<file path="src/rtl/contador_clk_multi.sv">
// contador_clk_multi: timing-strobe generator running off the single system clock.
// It produces a divided pixel-rate enable strobe and a programmable ring/alarm
// square wave (continuous or burst) with a shadowed, runtime-reloadable half-period.
// Every output is a clock enable or a registered level; no derived clocks are made.
//
// Control semantics (level-sampled on each rising CLK_NX edge, no handshake):
//   ring_start is only honoured in IDLE and latches ring_mode/burst_len in the same
//   edge; ring_stop has priority over everything and aborts without ring_done;
//   half_period_ld writes the shadow register, which the ring counter picks up only
//   at start or at a half-period boundary, so a phase in progress is never cut short.
module contador_clk_multi #(
  parameter int PIX_DIV   = 4,
  parameter int RING_W    = 27,
  parameter int RING_HALF = 50000000,
  parameter int BURST_W   = 4,
  localparam int PW       = (PIX_DIV > 1) ? $clog2(PIX_DIV) : 1
) (
  input  logic               CLK_NX,
  input  logic               reset,
  input  logic               en_pix,
  input  logic               ring_start,
  input  logic               ring_stop,
  input  logic               ring_mode,
  input  logic [BURST_W-1:0] burst_len,
  input  logic               half_period_ld,
  input  logic [RING_W-1:0]  half_period,
  output logic               pixel_rate,
  output logic [PW-1:0]      pix_phase,
  output logic               clk_RING,
  output logic               ring_busy,
  output logic               ring_done
);

  // Ring FSM encoding; state_q is the single point a checker needs to observe.
  typedef enum logic [1:0] {
    ST_IDLE = 2'd0,
    ST_HIGH = 2'd1,
    ST_LOW  = 2'd2
  } ring_state_e;

  localparam logic [PW-1:0]      PIX_LAST   = PW'(PIX_DIV - 1);
  localparam logic [RING_W-1:0]  RING_ONE   = RING_W'(1);
  localparam logic [RING_W-1:0]  RING_RST   = (RING_HALF == 0) ? RING_ONE : RING_W'(RING_HALF);
  localparam logic [BURST_W-1:0] BURST_ONE  = BURST_W'(1);

  // ---------------------------------------------------------------------------
  // Pixel divider
  // ---------------------------------------------------------------------------
  logic [PW-1:0] phase_q, phase_d;
  logic          rate_q, rate_d;

  // Count enabled cycles; strobe is registered from the wrap condition so the
  // first strobe lands PIX_DIV edges after en_pix goes high.
  always_comb begin
    phase_d = phase_q;
    rate_d  = 1'b0;
    if (en_pix) begin
      rate_d  = (phase_q == PIX_LAST);
      phase_d = (phase_q == PIX_LAST) ? '0 : phase_q + PW'(1);
    end else begin
      phase_d = '0;
    end
  end

  // Pixel divider registers.
  always_ff @(posedge CLK_NX or negedge reset) begin
    if (!reset) begin
      phase_q <= '0;
      rate_q  <= 1'b0;
    end else begin
      phase_q <= phase_d;
      rate_q  <= rate_d;
    end
  end

  assign pixel_rate = rate_q;
  assign pix_phase  = phase_q;

  // ---------------------------------------------------------------------------
  // Ring generator
  // ---------------------------------------------------------------------------
  ring_state_e        state_q, state_d;
  logic [RING_W-1:0]  cnt_q, cnt_d;
  logic [RING_W-1:0]  shadow_q, shadow_d;
  logic [BURST_W-1:0] rem_q, rem_d;
  logic               mode_q, mode_d;
  logic               clk_q, clk_d;
  logic               done_q, done_d;

  // Shadow half-period: a requested 0 is stored as 1 so a phase never has zero length.
  always_comb begin
    shadow_d = shadow_q;
    if (half_period_ld) begin
      shadow_d = (half_period == '0) ? RING_ONE : half_period;
    end
  end

  // Ring next-state logic. The counter holds the cycles left in the current
  // phase including the present one; a value of 1 marks the last cycle, so a
  // phase loaded with H lasts exactly H cycles. Boundary reloads read shadow_q,
  // so a load landing on the boundary edge only affects the following phase.
  always_comb begin
    state_d = state_q;
    cnt_d   = cnt_q;
    rem_d   = rem_q;
    mode_d  = mode_q;
    done_d  = 1'b0;
    unique case (state_q)
      ST_IDLE: begin
        if (ring_start && !ring_stop) begin
          state_d = ST_HIGH;
          cnt_d   = shadow_q;
          mode_d  = ring_mode;
          rem_d   = (burst_len == '0) ? BURST_ONE : burst_len;
        end
      end
      ST_HIGH: begin
        if (ring_stop) begin
          state_d = ST_IDLE;
        end else if (cnt_q == RING_ONE) begin
          state_d = ST_LOW;
          cnt_d   = shadow_q;
        end else begin
          cnt_d = cnt_q - RING_ONE;
        end
      end
      ST_LOW: begin
        if (ring_stop) begin
          state_d = ST_IDLE;
        end else if (cnt_q == RING_ONE) begin
          if (!mode_q) begin
            state_d = ST_HIGH;
            cnt_d   = shadow_q;
          end else if (rem_q > BURST_ONE) begin
            state_d = ST_HIGH;
            cnt_d   = shadow_q;
            rem_d   = rem_q - BURST_ONE;
          end else begin
            state_d = ST_IDLE;
            done_d  = 1'b1;
          end
        end else begin
          cnt_d = cnt_q - RING_ONE;
        end
      end
      default: begin
        state_d = ST_IDLE;
      end
    endcase
    clk_d = (state_d == ST_HIGH);
  end

  // Ring state register and datapath registers.
  always_ff @(posedge CLK_NX or negedge reset) begin
    if (!reset) begin
      state_q  <= ST_IDLE;
      cnt_q    <= '0;
      shadow_q <= RING_RST;
      rem_q    <= '0;
      mode_q   <= 1'b0;
      clk_q    <= 1'b0;
      done_q   <= 1'b0;
    end else begin
      state_q  <= state_d;
      cnt_q    <= cnt_d;
      shadow_q <= shadow_d;
      rem_q    <= rem_d;
      mode_q   <= mode_d;
      clk_q    <= clk_d;
      done_q   <= done_d;
    end
  end

  assign clk_RING  = clk_q;
  assign ring_busy = (state_q != ST_IDLE);
  assign ring_done = done_q;

endmodule

</file>
<file path="config.mk">
export PLATFORM = sky130hd
export DESIGN_NAME = contador_clk_multi
export DESIGN_NICKNAME = d
export VERILOG_FILES = /design/src/rtl/contador_clk_multi.sv
export SDC_FILE = /design/constraint.sdc
export NUM_CORES = 1
export LEC_CHECK = 0
export CORE_ASPECT_RATIO = 1.1
export CORE_UTILIZATION = 50
export CTS_BUF_LIST = sky130_fd_sc_hd__clkbuf_16
export CTS_CLUSTER_DIAMETER = 80
export DETAILED_ROUTE_END_ITERATION = 16
export GPL_ROUTABILITY_DRIVEN = 0
export GPL_TIMING_DRIVEN = 0
export PLACE_DENSITY = 0.72
export SYNTH_ARGS = -nofsm -noshare
export SYNTH_HDL_FRONTEND = slang
export SYNTH_SLANG_ARGS = --single-unit
</file>
<file path="constraint.sdc">
create_clock -name CLK_NX -period 5.6 [get_ports CLK_NX]
set_clock_uncertainty 0.05 [all_clocks]
set_input_delay 1.12 -clock CLK_NX [delete_from_list [all_inputs] [get_ports CLK_NX]]
set_output_delay 1.12 -clock CLK_NX [all_outputs]
set_load 0.1 [all_outputs]
</file>
# ---- After elaboration in Yosys (flattened, before gate mapping)
# Cells that the tools add are included.
dict set report totals {
  regBits 66
  in_bits 38
  out_inout_bits 6
  wordCells 68
}
dict set report classes {
  add_sub_neg 3
  order_cmp 1
  n_eq_ne 12
  mux 32
  n_reduce_logical 11
}
# op n
set ops {}
lappend ops {{2-to-1 mux 27 bit} 8}
lappend ops {{one-hot mux 27 bit (3 select lines)} 1}
lappend ops {{equality test 27 x 1 -> 1 bit, second input constant} 1}
lappend ops {{zero test 27 bit} 1}
lappend ops {{subtractor 27 x 1 -> 27 bit, second input constant} 1}
lappend ops {{2-to-1 mux 4 bit} 6}
lappend ops {{2-to-1 mux 2 bit} 7}
lappend ops {{inequality test 2 bit, second input constant} 6}
lappend ops {{2-to-1 mux 1 bit} 8}
lappend ops {{one-hot mux 4 bit (2 select lines)} 1}
lappend ops {{one-hot mux 2 bit (3 select lines)} 1}
lappend ops {{AND reduction 6 bit} 1}
lappend ops {{AND reduction 5 bit} 1}
lappend ops {{equality test 2 x 1 -> 1 bit, second input constant} 2}
lappend ops {{equality test 2 bit, second input constant} 2}
lappend ops {{greater-than comparator 4 x 1 -> 1 bit, second input constant} 1}
lappend ops {{zero test 4 bit} 1}
lappend ops {{inequality test 4 bit, second input constant} 1}
lappend ops {{nonzero test 2 bit} 2}
lappend ops {{subtractor 4 x 1 -> 4 bit, second input constant} 1}
lappend ops {{nonzero test 3 bit} 1}
lappend ops {{adder 2 x 1 -> 2 bit, second input constant} 1}
lappend ops {{zero test 2 bit} 1}
lappend ops {{AND reduction 2 bit} 1}
lappend ops {{other kinds (2)} 2}

# ---- Depth between registers and ports, before layout
dict set report depth {
  ltp_word 7
  ltp_mapped 9
  mapped_depth_nobuf 7
}

# ---- Worst setup path after synthesis
# OpenSTA, ideal clock, no wires.
dict set report synth_path {
  kind {register -> register}
  startpoint {register state_q[0]}
  endpoint {register cnt_q[12]}
  setup_time_ns 0.123
  arrival_ns 2.711
  t_required_ns 5.427
  setup_slack_ns 2.717
  stages_incl_launch_ff 9
  path_buffers 1
  synth_period_minus_slack_ns 2.883
  path_cell_list {dfrtp_1 -> inv_1 -> ha_1 -> inv_1 -> nor2_1 -> nor3_1 -> buf_2 -> o211ai_2 -> o2bb2ai_1}
}
dict set report synth_via {
  elab_chain_cells 3
  elab_cells_between_ends 10
  cone_classes {eq/ne (6); mux (1); reduce/logical (3)}
}
# element line
set synth_rtl {}
lappend synth_rtl {{start: declaration} 82} ;# ring_state_e state_q, state_d;
lappend synth_rtl {{start signal: assignment} 164} ;# state_q <= state_d;
lappend synth_rtl {{equality test 2 bit (tied with other cells)} 108} ;# unique case (state_q)
lappend synth_rtl {{inequality test 4 bit (no source line) (tied with other cells)} --}
lappend synth_rtl {{AND reduction 5 bit (no source line)} --}
lappend synth_rtl {{end signal: assignment} 165} ;# cnt_q <= cnt_d;
lappend synth_rtl {{end: declaration} 83} ;# logic [RING_W-1:0] cnt_q, cnt_d;
# Several ways; a longest one is shown, not always the timed one.
# A chain may end at the register's enable or synchronous reset.

# ---- Worst setup path after layout
dict set report layout_path {
  startpoint {input port ring_stop}
  endpoint {register cnt_q[17]}
}
dict set report layout_via {
  elab_chain_cells 4
  elab_cells_between_ends 6
  cone_classes {eq/ne (3); reduce/logical (3)}
}
# element line
set layout_rtl {}
lappend layout_rtl {{start: declaration} 22} ;# input logic ring_stop,
lappend layout_rtl {{zero test 1 bit} 110} ;# if (ring_start && !ring_stop) begin
lappend layout_rtl {{logical AND 1 bit} 110}
lappend layout_rtl {{inequality test 2 bit (no source line)} --}
lappend layout_rtl {{AND reduction 5 bit (no source line) *} --}
# Mark *: on every way between the ends. The rest lies on a longest branch, timed or not.

==> results.json <==
{
  "yosys_warnings": 0,
  "synth_area_um2": 3904,
  "ys_top_cells_by_area": "dfrtp_1 (35%), dfstp_2 (8.1%), mux2_2 (7.2%)",
  "clk_pin_slew_ns": 0.05,
  "placed_cells": 524,
  "postSynthCellCount": 376,
  "worstPathMaxFanout": 10,
  "yosys.area.top_type": "dfrtp_1",
  "yosysTopAreaCellShare": 0.3462,
  "cts_tree": "built",
  "synth_area_per_cell_um2": 10.38,
  "antenna-diode-count": 0,
  "postCtsSetupBuffers": 0,
  "p_int_mw": 1.318,
  "drtAntennaViolNets": 0,
  "grt_max_degree": 67,
  "fp.coreArea_um2": 7515,
  "die_height_um": 94.67,
  "rsz0062_at_grt": "false",
  "critPathMaxStageDelay_ns": 1.10,
  "synth-edff-count": 0,
  "async_reset_ff_frac": 1.000,
  "endpoint": "cnt_q[17]",
  "r2r-start": "state_q[0]",
  "wirelength_mm": 9.738,
  "period_share": 0.6489,
  "ir_drop_mv": 0.2107,
  "cts_root_buf": "clkbuf_16",
  "crit_start": "ring_stop",
  "clock_latency_ns": 0.33,
  "slew_viol_final": 0,
  "layout.nets": 478,
  "portBuffers": 43,
  "dp_hpwl_mm": 6.927,
  "fillCellCount": 659,
  "max_cap_viol_count": 0,
  "drc": 0,
  "synth_fp_nets": 424,
  "wire_per_inst_um": 18.07,
  "path_buf_inv": 2,
  "crit_family": "simple AND/OR/NAND/NOR gates",
  "pin_count": 44,
  "synth.distinct_cells": 53,
  "cp-end-kind": "flop",
  "status": "completed",
  "r2r_setup_slack_ns": 2.64,
  "start_util": 0.5195,
  "viasPerCell": 6.182,
  "p_leak_nw": 1.801,
  "dr.pass1.iters": 4,
  "pwr-share-seq": 0.365,
  "finalNonFillerCells": 539,
  "die_area_um2": 8165,
  "combPwrFrac": 0.386,
  "synth_seq_cells": 66,
  "die_w_um": 86.25,
  "crit_required_ns": 5.79,
  "setup_viol": 0,
  "cts-buffers-inserted": 9,
  "rows": 33,
  "ctsHoldBuffers": 0,
  "rr_endpoint": "cnt_q[17]",
  "grt_pass1_wl_mm": 16.17,
  "maxSlewHeadroom": 0.05975,
  "cp.depth": 7,
  "post_cts_resized": 0,
  "track_usage": 0.2635,
  "seq_area_frac_synth": 0.4269,
  "cts.sinks": 66,
  "drive_gt1_frac": 0.1774,
  "synth_ff_type": "dfrtp_1",
  "swShare": 0.3949,
  "cp-start-kind": "input pin",
  "worstSetupPathType": "input pin to flop",
  "clk_path_buf_depth": 2,
  "reg2reg_depth": 7,
  "power_density_nw_per_um2": 458.9,
  "drt_iter0_drc": 234,
  "tns_ns": 0,
  "ctsHtreeMaxLevel": 3,
  "p_switching_mw": 0.8601,
  "final.min_clock_period_ns": 3.634,
  "worst_path_max_delay_cell": "nor3_1",
  "worst_pin_slew_ns": 1.400,
  "cp.arrival_ns": 3.82,
  "grt_pass1_vias": 3266,
  "dr_total_vias": 3332,
  "area_delta_synth_final_pct": 21.60,
  "pwr-share-clk": 0.249,
  "min_path_type": "flop to flop",
  "gr-total-overflow": 0,
  "timing.fmax_ghz": 0.2752,
  "antenna_found_initial": 0,
  "path_cells": "clkdlybuf4s50_1 > nor2b_1 > nor2_1 > nor3_1 > buf_2 > o211ai_1 > a22oi_1",
  "final_hold_viol_count": 0
}
==> cells in the mapped netlist (7+ instances only) <==
cell and n:
a211oi_1 11, a2bb2oi_1 10, buf_2 7, dfrtp_1 54
dfstp_2 12, ha_1 10, inv_1 18, mux2_2 25
mux2i_1 25, nand2_1 13, nand3_1 14, nand4_1 10
nor2_1 18, nor3_1 22, nor4_1 14, o211ai_1 13
o21ai_0 9, o2bb2ai_1 9, or3_1 7
==> registers in the layout (all words and copies together), names as in the netlist <==
register	count
clk_RING	1
cnt_q	27
mode_q	1
pix_phase	2
pixel_rate	1
rem_q	4
ring_done	1
shadow_q	27
state_q	2
==> stage by stage <==
stage | cell area, µm² | setup WS, ns | power [mW] | util | hold slack (ns)
detailed placement | 4463 | 1.655 | 1.627 | 0.5939 | 0.4255
floorplan | 3904 | 2.717 | 1.387 | - | 0.4216
global placement | 4466 | 1.128 | 1.602 | 0.5942 | 0.3985
finish | 4747 | 1.966 | 2.178 | 0.6317 | 0.4236
global route | 4747 | 1.782 | 2.302 | 0.6317 | 0.4521
CTS | 4747 | 1.996 | 2.181 | 0.6317 | 0.4288
==> how the worst min path moves through the flow <==
stage                 start      endpoint  slack, ns  cells after the start
3_5_place_dp   pix_phase[0]  pix_phase[0]       0.43                      1
3_3_place_gp   pix_phase[0]  pix_phase[0]       0.40                      1
4_1_cts        pix_phase[0]  pix_phase[0]       0.43                      1
5_1_grt        pix_phase[0]  pix_phase[0]       0.45                      1
2_1_floorplan      cnt_q[7]      cnt_q[7]       0.42                      1
6_report       pix_phase[0]  pix_phase[0]       0.42                      1
==> power groups by stage <==
stage	sequential [mW]	clock (mW)	combinational (mW)
after floorplan	0.788	0	0.599
after global placement	0.789	0	0.813
after detailed placement	0.795	0	0.833
after CTS	0.790	0.555	0.836
after global routing	0.815	0.572	0.914
final	0.795	0.541	0.842
==> kinds of logic (layout without fill, tap and decap cells) <==
logic type                 count (synthesis)  after routing  share of synthesized area
DFF                                       66             66                     0.4269
AOI/OAI and AO/OA                         81             81                     0.1619
adders and majority gates                 10             10                    0.03205
and+or+nand+nor                          133            133                     0.2022
buffers and inverters                     36             94                    0.04070
muxes                                     50             50                     0.1362
==> per-layer routing <==
layer	track usage	wire length, µm	vias up
met4	0.1250	271	0
li1	-	-	1565
met3	0.05070	509	22
met5	0	0	-
met1	0.3421	4413	1636
met2	0.4246	4544	109
==> layout by cell type (no fill, tap or decap), types with 13 or more instances in the layout <==
master / instances
nand2_1: 13
inv_1: 18
mux2i_1: 25
o211ai_1: 13
nor3_1: 22
clkdlybuf4s50_1: 42
nor4_1: 14
dfrtp_1: 54
nor2_1: 18
mux2_2: 25
nand3_1: 14
==> layout make-up <==
type,count,area (µm²),share of cell area
Inverter,18,67.56,0.01423
Clock buffer,9,225.2,0.04744
Tap cell,105,131.4,0.02768
Clock inverter,6,58.81,0.01239
Multi-Input combinational cell,274,2078,0.4378
Buffer,18,91.34,0.01924
Sequential cell,66,1667,0.3511
Timing Repair Buffer,43,427.9,0.09014
(Power assumes the default switching activity.)
